$ cat src/rtl/led_pkg.sv
// Shared definitions for the LED serial link: frame width, counter width and
// the per-edge link state used by both the driver and the receiver.
package led_pkg;

   localparam int unsigned LED_WIDTH = 16;
   localparam int unsigned LED_CNT_W = 8;

   typedef enum logic [1:0] {
      StIdle  = 2'd0,
      StShift = 2'd1,
      StEnd   = 2'd2
   } led_state_e;

   // Link state for one clock edge, from the live latch and its previous sample.
   function automatic led_state_e led_classify(input logic latch, input logic latch_q);
      if (!latch) begin
         return StShift;
      end else if (!latch_q) begin
         return StEnd;
      end else begin
         return StIdle;
      end
   endfunction

endpackage

$ cat src/rtl/led_frame_counter.sv
// Saturating bit counter for an LED frame; clear wins over increment.
module led_frame_counter #(
   parameter int unsigned MAX   = 17,
   parameter int unsigned CNT_W = $clog2(MAX + 1)
) (
   input  logic             clk,
   input  logic             rst_n,
   input  logic             clr,
   input  logic             inc,
   output logic [CNT_W-1:0] count
);

   localparam logic [CNT_W-1:0] CNT_MAX = CNT_W'(MAX);

   logic [CNT_W-1:0] count_q;
   logic [CNT_W-1:0] count_d;

   always_comb begin
      count_d = count_q;
      if (clr) begin
         count_d = '0;
      end else if (inc && (count_q != CNT_MAX)) begin
         count_d = count_q + CNT_W'(1);
      end
   end

   always_ff @(posedge clk or negedge rst_n) begin
      if (!rst_n) begin
         count_q <= '0;
      end else begin
         count_q <= count_d;
      end
   end

   assign count = count_q;

endmodule

$ cat src/rtl/led_serial_receiver.sv
// Deserializes the LED data/latch link into parallel words, flagging frames
// whose bit count differs from WIDTH and counting good frames.
module led_serial_receiver
   import led_pkg::*;
#(
   parameter int unsigned WIDTH = LED_WIDTH,
   parameter int unsigned CNT_W = LED_CNT_W
) (
   input  logic             i_CLK,
   input  logic             i_RESET,
   input  logic             i_LEDData,
   input  logic             i_LEDLatch,
   output logic [WIDTH-1:0] o_Data,
   output logic             o_Valid,
   output logic             o_FrameErr,
   output logic             o_Busy,
   output logic [CNT_W-1:0] o_FrameCount
);

   // One extra count value marks an overlong frame.
   localparam int unsigned BIT_CNT_W = $clog2(WIDTH + 2);
   localparam logic [BIT_CNT_W-1:0] CNT_FULL = BIT_CNT_W'(WIDTH);

   led_state_e state;

   logic                 latch_q;
   logic [WIDTH-1:0]     sr_q, sr_d;
   logic [WIDTH-1:0]     data_q, data_d;
   logic                 valid_q, valid_d;
   logic                 err_q, err_d;
   logic                 busy_q, busy_d;
   logic [CNT_W-1:0]     frames_q, frames_d;
   logic [BIT_CNT_W-1:0] bit_cnt;
   logic                 cnt_clr;
   logic                 cnt_inc;

   led_frame_counter #(
      .MAX   (WIDTH + 1),
      .CNT_W (BIT_CNT_W)
   ) u_bit_cnt (
      .clk   (i_CLK),
      .rst_n (i_RESET),
      .clr   (cnt_clr),
      .inc   (cnt_inc),
      .count (bit_cnt)
   );

   always_comb begin
      state    = led_classify(i_LEDLatch, latch_q);
      sr_d     = sr_q;
      data_d   = data_q;
      valid_d  = 1'b0;
      err_d    = 1'b0;
      busy_d   = busy_q;
      frames_d = frames_q;
      cnt_clr  = 1'b0;
      cnt_inc  = 1'b0;
      unique case (state)
         StShift: begin
            sr_d    = {sr_q[WIDTH-2:0], i_LEDData};
            cnt_inc = 1'b1;
            busy_d  = 1'b1;
         end
         StEnd: begin
            if (bit_cnt == CNT_FULL) begin
               data_d   = sr_q;
               valid_d  = 1'b1;
               frames_d = frames_q + CNT_W'(1);
            end else begin
               err_d = 1'b1;
            end
            cnt_clr = 1'b1;
            busy_d  = 1'b0;
         end
         StIdle: begin
         end
         default: begin
         end
      endcase
   end

   always_ff @(posedge i_CLK or negedge i_RESET) begin
      if (!i_RESET) begin
         latch_q  <= 1'b1;
         sr_q     <= '0;
         data_q   <= '0;
         valid_q  <= 1'b0;
         err_q    <= 1'b0;
         busy_q   <= 1'b0;
         frames_q <= '0;
      end else begin
         latch_q  <= i_LEDLatch;
         sr_q     <= sr_d;
         data_q   <= data_d;
         valid_q  <= valid_d;
         err_q    <= err_d;
         busy_q   <= busy_d;
         frames_q <= frames_d;
      end
   end

   assign o_Data       = data_q;
   assign o_Valid      = valid_q;
   assign o_FrameErr   = err_q;
   assign o_Busy       = busy_q;
   assign o_FrameCount = frames_q;

endmodule

$ cat config.mk
export PLATFORM = sky130hd
export DESIGN_NAME = led_serial_receiver
export DESIGN_NICKNAME = d
export VERILOG_FILES = /design/src/rtl/led_pkg.sv /design/src/rtl/led_frame_counter.sv /design/src/rtl/led_serial_receiver.sv
export SDC_FILE = /design/constraint.sdc
export NUM_CORES = 1
export LEC_CHECK = 0
export CAP_MARGIN = 20
export CORE_UTILIZATION = 53
export DETAILED_ROUTE_END_ITERATION = 6
export PLACE_DENSITY_LB_ADDON = 0.3
export RECOVER_POWER = 100
export SYNTH_ARGS = -nofsm -noshare
export SYNTH_HDL_FRONTEND = slang
export SYNTH_SLANG_ARGS = --single-unit
$ cat constraint.sdc
create_clock -name i_CLK -period 2.4 [get_ports i_CLK]
set_clock_uncertainty 0.15 [all_clocks]
set_input_delay 0.6 -clock i_CLK [delete_from_list [all_inputs] [get_ports i_CLK]]
set_output_delay 0.6 -clock i_CLK [all_outputs]
set_load 0.02 [all_outputs]
### Yosys cells after proc, flatten, opt, wreduce, memory -nomap -nowiden

Cells that the tools add are included.

| storage, ports and cells | value |
|---|---|
| register bits after elaboration | 49 |

| operators by class | value |
|---|---|
| $add $sub $neg | 2 |
| reduce and logical (&&, ||, !) cells | 4 |
| equality and inequality tests | 4 |
| muxes and demuxes | 11 |

Operator list:

| operator | number |
|---|---|
| $mux 5 | 2 |
| $add 8x1->8 const B | 1 |
| $mux 1 | 6 |
| $add 5x1->5 const B | 1 |
| $eq 5x5->1 const B | 1 |
| $ne 5x5->1 const B | 1 |
| $mux 2 | 2 |
| $reduce_bool 2->1 | 2 |
| $eq 2x1->1 const B | 1 |
| $eq 2x2->1 const B | 1 |
| $pmux 1 s2 | 1 |
| $reduce_and 2->1 | 1 |
| $logic_and 1x1->1 | 1 |

### Depth between registers and ports, before layout

Gate-level depths: netlist (run 1).

| depth | value |
|---|---|
| word-level depth | 7 |
| mapped depth | 8 |
| gate-level depth less buffers | 5 |

### Cells and area by module

Synthesis (run 1) repeated with hierarchy kept, for this count alone.

| second synthesis, totals | value |
|---|---|
| cell total of the unflattened synthesis | 138 |
| area, all modules | 2005.7 sq um |

Modules (own cells, without submodules):

| module | cells an instance | times used | area an instance (sq um) |
|---|---|---|---|
| led_serial_receiver | 112 | 1 | 1729.2 |
| led_frame_counter | 26 | 1 | 276.5 |

### Worst setup path before layout (run 1)

OpenSTA, ideal clock, no wires.

| path | value |
|---|---|
| path kind | input to register |
| start point | in i_LEDLatch |
| end point | reg data_q[0] (netlist: o_Data[0]) |
| data arrival time | 1.738 ns |
| setup time | 0.125 ns |
| slack | 0.387 ns |
| stages on the path | 7 |
| path through | buf_4 -> nand2b_1 -> clkbuf_1 -> or2_1 -> buf_6 -> buf_8 -> mux2_4 |

| on the way | value |
|---|---|
| word-level cells in the longest chain between the ends | 3 |

RTL lines:

| what | RTL line | text |
|---|---|---|
| start: declaration | led_serial_receiver.sv:12 | `input logic i_LEDLatch,` |
| $mux 2 | led_pkg.sv:16 | `if (!latch) begin` |
| $eq 2x2->1 | led_serial_receiver.sv:58 | `unique case (state)` |
| $reduce_and 2->1 (no source line) | n/a |  |
| end signal: assignment | led_serial_receiver.sv:94 | `data_q <= data_d;` |
| end: declaration | led_serial_receiver.sv:28 | `logic [WIDTH-1:0] data_q, data_d;` |

Every way passes these cells.
A chain may end at the register's enable or synchronous reset.

### Worst setup path in the final report (run 1)

| path | value |
|---|---|
| start point | reg frames_q[0] (netlist: o_FrameCount[0]) |
| end point | out o_FrameCount[0] |

RTL lines:

| what | RTL line | text |
|---|---|---|
| start: declaration | led_serial_receiver.sv:32 | `logic [CNT_W-1:0] frames_q, frames_d;` |
| start signal: assignment | led_serial_receiver.sv:98 | `frames_q <= frames_d;` |
| end: declaration | led_serial_receiver.sv:17 | `output logic [CNT_W-1:0] o_FrameCount` |

No word-level cell between the ends.

==> out/metrics.yaml, run 1 <==
run_status:
  status: "finished clean"
grt:
  grt_first_pass_wirelength_mm: 5.706
  antenna_found_initial: 0
  grt_max_degree: 26
  grt_pass1_vias: 1241
  grt_use_total_pct: 18.65
  overflow: 0
finish:
  fill_cells: 294
  drive_gt1_share_pct: 21.71
  multi_input_area_um2: 696.9
  fin_nets: 183
  seqCellArea_mm2: 0.001227
  syn_to_final_growth_pct: 20.43
  final_cells: 223
  antenna_cells: 0
  final_area_mm2: 0.002441
worst_setup_path:
  crit_path_end_kind: "primary output"
  ff2ff_setup_slack_ps: 320
  crit_buf_inv: 1
  crit_fanout: 4
  cp_top_family: "buffers and inverters"
  path_cells: "dlygate4sd3_1"
  critPathArrivalTime_ps: 1410
  worstSetupPathType: "flip-flop to primary output"
  critical_path.slowest_cell: "dlygate4sd3_1"
  critPathLaunchType: "flip-flop"
  r2r_start: "u_bit_cnt.count[0]"
  max_stage_delay_ps: 690
  required_ps: 1650
  crit_path_start: "o_FrameCount[0]"
floorplan:
  die_h_um: 63.84
  die_area_mm2: 0.004076
  die_w_um: 63.84
  core_mm2: 0.003661
  rows: 22
  start_util_pct: 55.37
  io-pin-count: 31
sta:
  fin_ws_ps: 242.8
  finalCriticalPeriod_ps: 2157
  slew_headroom_pct: 23.99
  tightest_slew_ps: 1140
  setup_violations: 0
  rsz0062_at_grt: "no"
  fmax_mhz: 463.6
  drv_slew: 0
  final-hold-violation-count: 0
  setup_tns_ps: 0
  period_share_pct: 89.88
clocking:
  clockBufferDepth: 2
  clk_pin_slew_ps: 80
  cts_sinks: 49
  post-cts-setup-buffers: 0
  cts_resized: 0
  cts_made_buffers: 5
  hold_buffers: 0
  tritoncts: "yes"
  cts-htree-levels: 2
  root_buffer: "clkbuf_8"
  clock_latency_ps: 290
drt:
  postRouteAntennaNets: 0
  drc: 0
  route.detailed.wl_per_inst_um: 14.51
  drtIter0Drc: 54
  routed_wl_mm: 3.236
  dr.pass1.iters: 4
  routed-via-count: 1183
  viasPerCell: 5.305
power:
  vdd_drop_max_uv: 594.9
  power.density_mw_per_mm2: 863.5
  leakagePower_uw: 0.001202
yosys:
  synth_nets: 148
  ys_seq_elements: 49
  ys.flop_type: "dfrtp_1"
  synth_top_area_cell: "dfrtp_1"
  yosysUniqueCellTypes: 28
  synth_top_area_share_pct: 59.26
  syn_area_per_cell_um2: 14.48
  synth_edf_count: 0
  synthTopCellsByCount: "dfrtp_1 (48), mux2_2 (25), mux2_4 (8), xor2_1 (8), nand3_1 (7)"
  synthArstFlopShare_pct: 100.0
  synth_area_leaders: "dfrtp_1 (59%), mux2_2 (14%), mux2_4 (5.9%), xor2_1 (3.5%), ha_1 (2.5%)"
  synth_cells: 140
  syn_area_mm2: 0.002027
  yosys_warnings: 0
  yosysMostFrequentCell: "dfrtp_1"
  ys_seq_area_share_pct: 60.56
worst_hold_path:
  hold_path.class: "flip-flop to flip-flop"
  holdCritStartpoint: "o_FrameCount[7]"
job:
  maxCapViolCount: 0
placement:
  dpl.cell_count: 216
  place_congestion: 0.7291
  post-dp-hpwl_mm: 2.231
  pre_cts_ws_ps: 184.8
  place_area_mm2: 0.002382
  portBuffers: 30
through the flow:
stage / power (uW) / util (%) / hold slack (ps)
detailed placement: 1620 / 65.07 / 325.4
finish: 2108 / 66.68 / 334.4
global placement: 1590 / 65.07 / 304.2
floorplan: 1415 / - / 154.4
CTS: 2178 / 67.91 / 112.6
global route: 2231 / 66.68 / 348.4
state kept, by name, indices dropped and copies added, names as in the netlist:
register,cells
o_Data,16
sr_q,16
o_FrameCount,8
u_bit_cnt.count,5
latch_q,1
o_Busy,1
o_FrameErr,1
o_Valid,1
worst reg2reg max path, delay by kind of cell, from the launching register on:
family / cells / cell delay [ps]
and+or+nand+nor: 2 / 630
DFF: 1 / 450
muxes: 1 / 330
buffers and inverters: 2 / 260
adders and majority gates: 1 / 150
cells by family after synthesis:
kind of cell,synth area share [%]
flops,60.56
simple gates,7.161
mux,19.82
xor+xnor,3.889
compound gates,2.531
fa+ha+maj,2.469
buf+inv,3.580
path summary, 6_finish.rpt:
| check | to | cells after the start |
|---|---|---|
| worst max-delay path | o_FrameCount[0] | 1 |
| worst min-delay path | o_FrameCount[7] | 1 |
| max in group asynchronous | o_FrameCount[2] | 2 |
| worst max register to register | o_Data[0] | 6 |
| min in group asynchronous | o_Data[12] | 1 |
| worst min register to register | o_FrameCount[7] | 1 |
layout make-up:
type                       instances  area share [%]
multi-input combinational         78           28.55
tap                               48           2.460
clock buffer                       5           2.819
sequential                        49           50.28
timing repair buffer              35           13.53
clock inverter                     2           1.435
inverter                           6          0.9226
layer usage:
| layer | track usage, % | part of all wire (%) |
|---|---|---|
| met5 | 0 | 0 |
| met4 | 7.670 | 1.1 |
| met3 | 5.536 | 3.2 |
| met2 | 28.59 | 48 |
| met1 | 24.79 | 47 |
power breakdown:
group	internal (uW)	total [uW]	switching (uW)
registers	1000	1140	138
clock network	303	551	248
logic	225	415	190
cells in the final DEF, fill, tap and decap left out:
cell type / count
clkbuf_8: 5
or2_0: 1
clkinv_2: 1
nand2_1: 3
nor2b_1: 1
o21ai_0: 4
buf_12: 1
clkbuf_1: 4
mux2_2: 25
nand3_1: 7
xnor2_1: 1
o211ai_1: 3
bufinv_16: 1
nand4b_1: 1
and4bb_2: 1
mux2_1: 8
nand2b_1: 1
nand4bb_1: 1
ha_1: 4
nor4_1: 1
xor2_1: 8
nor3_1: 5
dfrtp_1: 48
dfstp_2: 1
clkbuf_2: 1
or2_2: 1
clkdlybuf4s50_1: 1
dlygate4sd3_1: 28
inv_1: 6
or4b_2: 1
o311ai_0: 1
Note: power is estimated with default switching activity, not from simulation.
==> run 2: changes to the inputs <==
--- a/config.mk
+++ b/config.mk
@@ -6,7 +6,7 @@
 export NUM_CORES = 1
 export LEC_CHECK = 0
 export CAP_MARGIN = 20
-export CORE_UTILIZATION = 53
+export CORE_UTILIZATION = 45
 export DETAILED_ROUTE_END_ITERATION = 6
 export PLACE_DENSITY_LB_ADDON = 0.3
 export RECOVER_POWER = 100
==> run 2 against run 1 <==
  * The flow now finishes with violations (DRC)
  * Count of clock-buffer cells in the layout unchanged
  * Register-to-register slack better by 170 ps
  * Clock power fell by 12%
  * Sequential power about the same
  * First-iteration DRC count down 1.9%
  * Critical path type unchanged
  * Highest routed layer unchanged
==> out/metrics.yaml, run 2 (same netlist as run 1, synthesis figures left out) <==
run_status:
  status: "finished, violations left"
  violations: "DRC"
finish:
  drive_gt1_share_pct: 23.30
  fin_nets: 183
  syn_to_final_growth_pct: 20.99
  final_cell_mix: "dfrtp_1 (48), dlygate4sd3_1 (28), mux2_2 (25), mux2_1 (8), xor2_1 (8)"
  fill_cells: 349
  final_common_cell: "dfrtp_1"
  seqCellArea_mm2: 0.001227
  multi_input_area_um2: 696.9
  final_util_pct: 56.32
  antenna_cells: 0
floorplan:
  rows: 24
  die_area_mm2: 0.004777
  die_h_um: 69.12
  die_w_um: 69.12
  core_mm2: 0.004354
  start_util_pct: 46.55
  io-pin-count: 31
clocking:
  post-cts-setup-buffers: 0
  clock_latency_ps: 300
  cts-htree-levels: 2
  hold_buffers: 0
  clk_pin_slew_ps: 90
  clockBufferDepth: 2
  root_buffer: "clkbuf_8"
  cts_made_buffers: 5
  tritoncts: "yes"
  cts_sinks: 49
  cts_resized: 0
sta:
  final-hold-violation-count: 0
  finalCriticalPeriod_ps: 2172
  setup_violations: 0
  tightest_slew_ps: 1471
  rsz0062_at_grt: "no"
  period_share_pct: 90.51
  setup_tns_ps: 0
  drv_slew: 0
  fmax_mhz: 460.4
  slew_headroom_pct: 1.935
  hold-worst-slack_ps: 319.8
worst_setup_path:
  crit_fanout: 5
  crit_path_end_kind: "primary output"
  critPathLaunchType: "flip-flop"
  max_stage_delay_ps: 690
  cp_top_family: "buffers and inverters"
  path_cells: "dlygate4sd3_1"
  required_ps: 1650
  crit_buf_inv: 1
  worstSetupPathType: "flip-flop to primary output"
  critical_path.slowest_cell: "dlygate4sd3_1"
  critPathArrivalTime_ps: 1420
job:
  maxCapViolCount: 0
grt:
  grt_max_degree: 28
  grt_pass1_vias: 1270
  grt_first_pass_wirelength_mm: 5.961
  grt_use_total_pct: 15.97
  antenna_found_initial: 0
  overflow: 0
power:
  p_comb_share_pct: 20.3
  leakagePower_uw: 0.001204
  power.density_mw_per_mm2: 832.1
  swShare_pct: 29.49
  netSwitchingPower_uw: 601.7
  p_int_uw: 1439
  seqPwrFrac_pct: 55.9
  clkPwrFrac_pct: 23.8
  vdd_drop_max_uv: 472.6
drt:
  route.detailed.wl_per_inst_um: 14.39
  viasPerCell: 5.206
  dr.pass1.iters: 5
  routed_wl_mm: 3.282
  drtIter0Drc: 53
  postRouteAntennaNets: 0
  drc: 1
  routed-via-count: 1187
placement:
  portBuffers: 30
  post-dp-hpwl_mm: 2.248
  place_congestion: 0.8371
worst_hold_path:
  hold_path.class: "flip-flop to flip-flop"
## run 2: changes by cell type in the layout (fill, tap and decap cells not counted)
| cell | before | now |
|---|---|---|
| clkbuf_1 | 4 | 2 |
| buf_12 | 1 | 2 |
| buf_4 | 0 | 1 |
| bufinv_16 | 1 | 0 |
| clkinvlp_4 | 0 | 1 |
| inv_6 | 0 | 1 |
## run 2: area by class of cell
cell class / instances / area share, %
clock inverter: 3 / 0.8673
tap: 52 / 2.653
sequential: 49 / 50.05
multi-input combinational: 78 / 28.42
timing repair buffer: 35 / 14.29
clock buffer: 5 / 2.806
inverter: 6 / 0.9184
## run 2: worst reg2reg max path, delay by kind of cell, from the launching register on
family / cells / cell delay (ps)
and+or+nand+nor: 2 / 870
AOI/OAI and AO/OA: 1 / 120
adders and majority gates: 1 / 220
DFF: 1 / 440
## run 2: metal layers
layer / share of wire [%] / GRT usage, % / routed length, um / vias up
met1: 46 / 20.57 / 1498 / 609
met2: 50 / 25.46 / 1630 / 17
li1: - / - / - / 556
met5: 0 / 0 / 0 / -
met4: 2.0 / 7.710 / 66 / 0
met3: 2.6 / 3.655 / 86 / 5
## run 2: through the flow
stage               setup WS (ps)  area, um^2  instances  total power, uW
CTS                         274.7        2490        228             2116
floorplan                   387.1        2027        140             1415
global route                126.6        2452        228             2169
global placement            157.0        2400        220             1593
finish                      227.8        2452        228             2041
detailed placement          144.8        2400        220             1624
## run 2: worst paths after layout
kind	startpoint	end	slack [ps]	cells after the start
min	o_FrameCount[7]	o_FrameCount[7]	320	1
max in group asynchronous	i_RESET	sr_q[2]	760	1
max	o_FrameCount[2]	o_FrameCount[2]	230	1
min in group asynchronous	i_RESET	u_bit_cnt.count[0]	480	1
max reg2reg	u_bit_cnt.count[0]	u_bit_cnt.count[2]	490	4
min reg2reg	o_FrameCount[7]	o_FrameCount[7]	320	1
## run 2: power by group through the flow
stage | logic [uW] | clock network, uW | registers, uW
2_1_floorplan | 224 | 0 | 1190
3_3_place_gp | 439 | 0 | 1150
3_5_place_dp | 457 | 0 | 1170
4_1_cts | 458 | 505 | 1150
5_1_grt | 462 | 528 | 1180
6_report | 415 | 485 | 1140
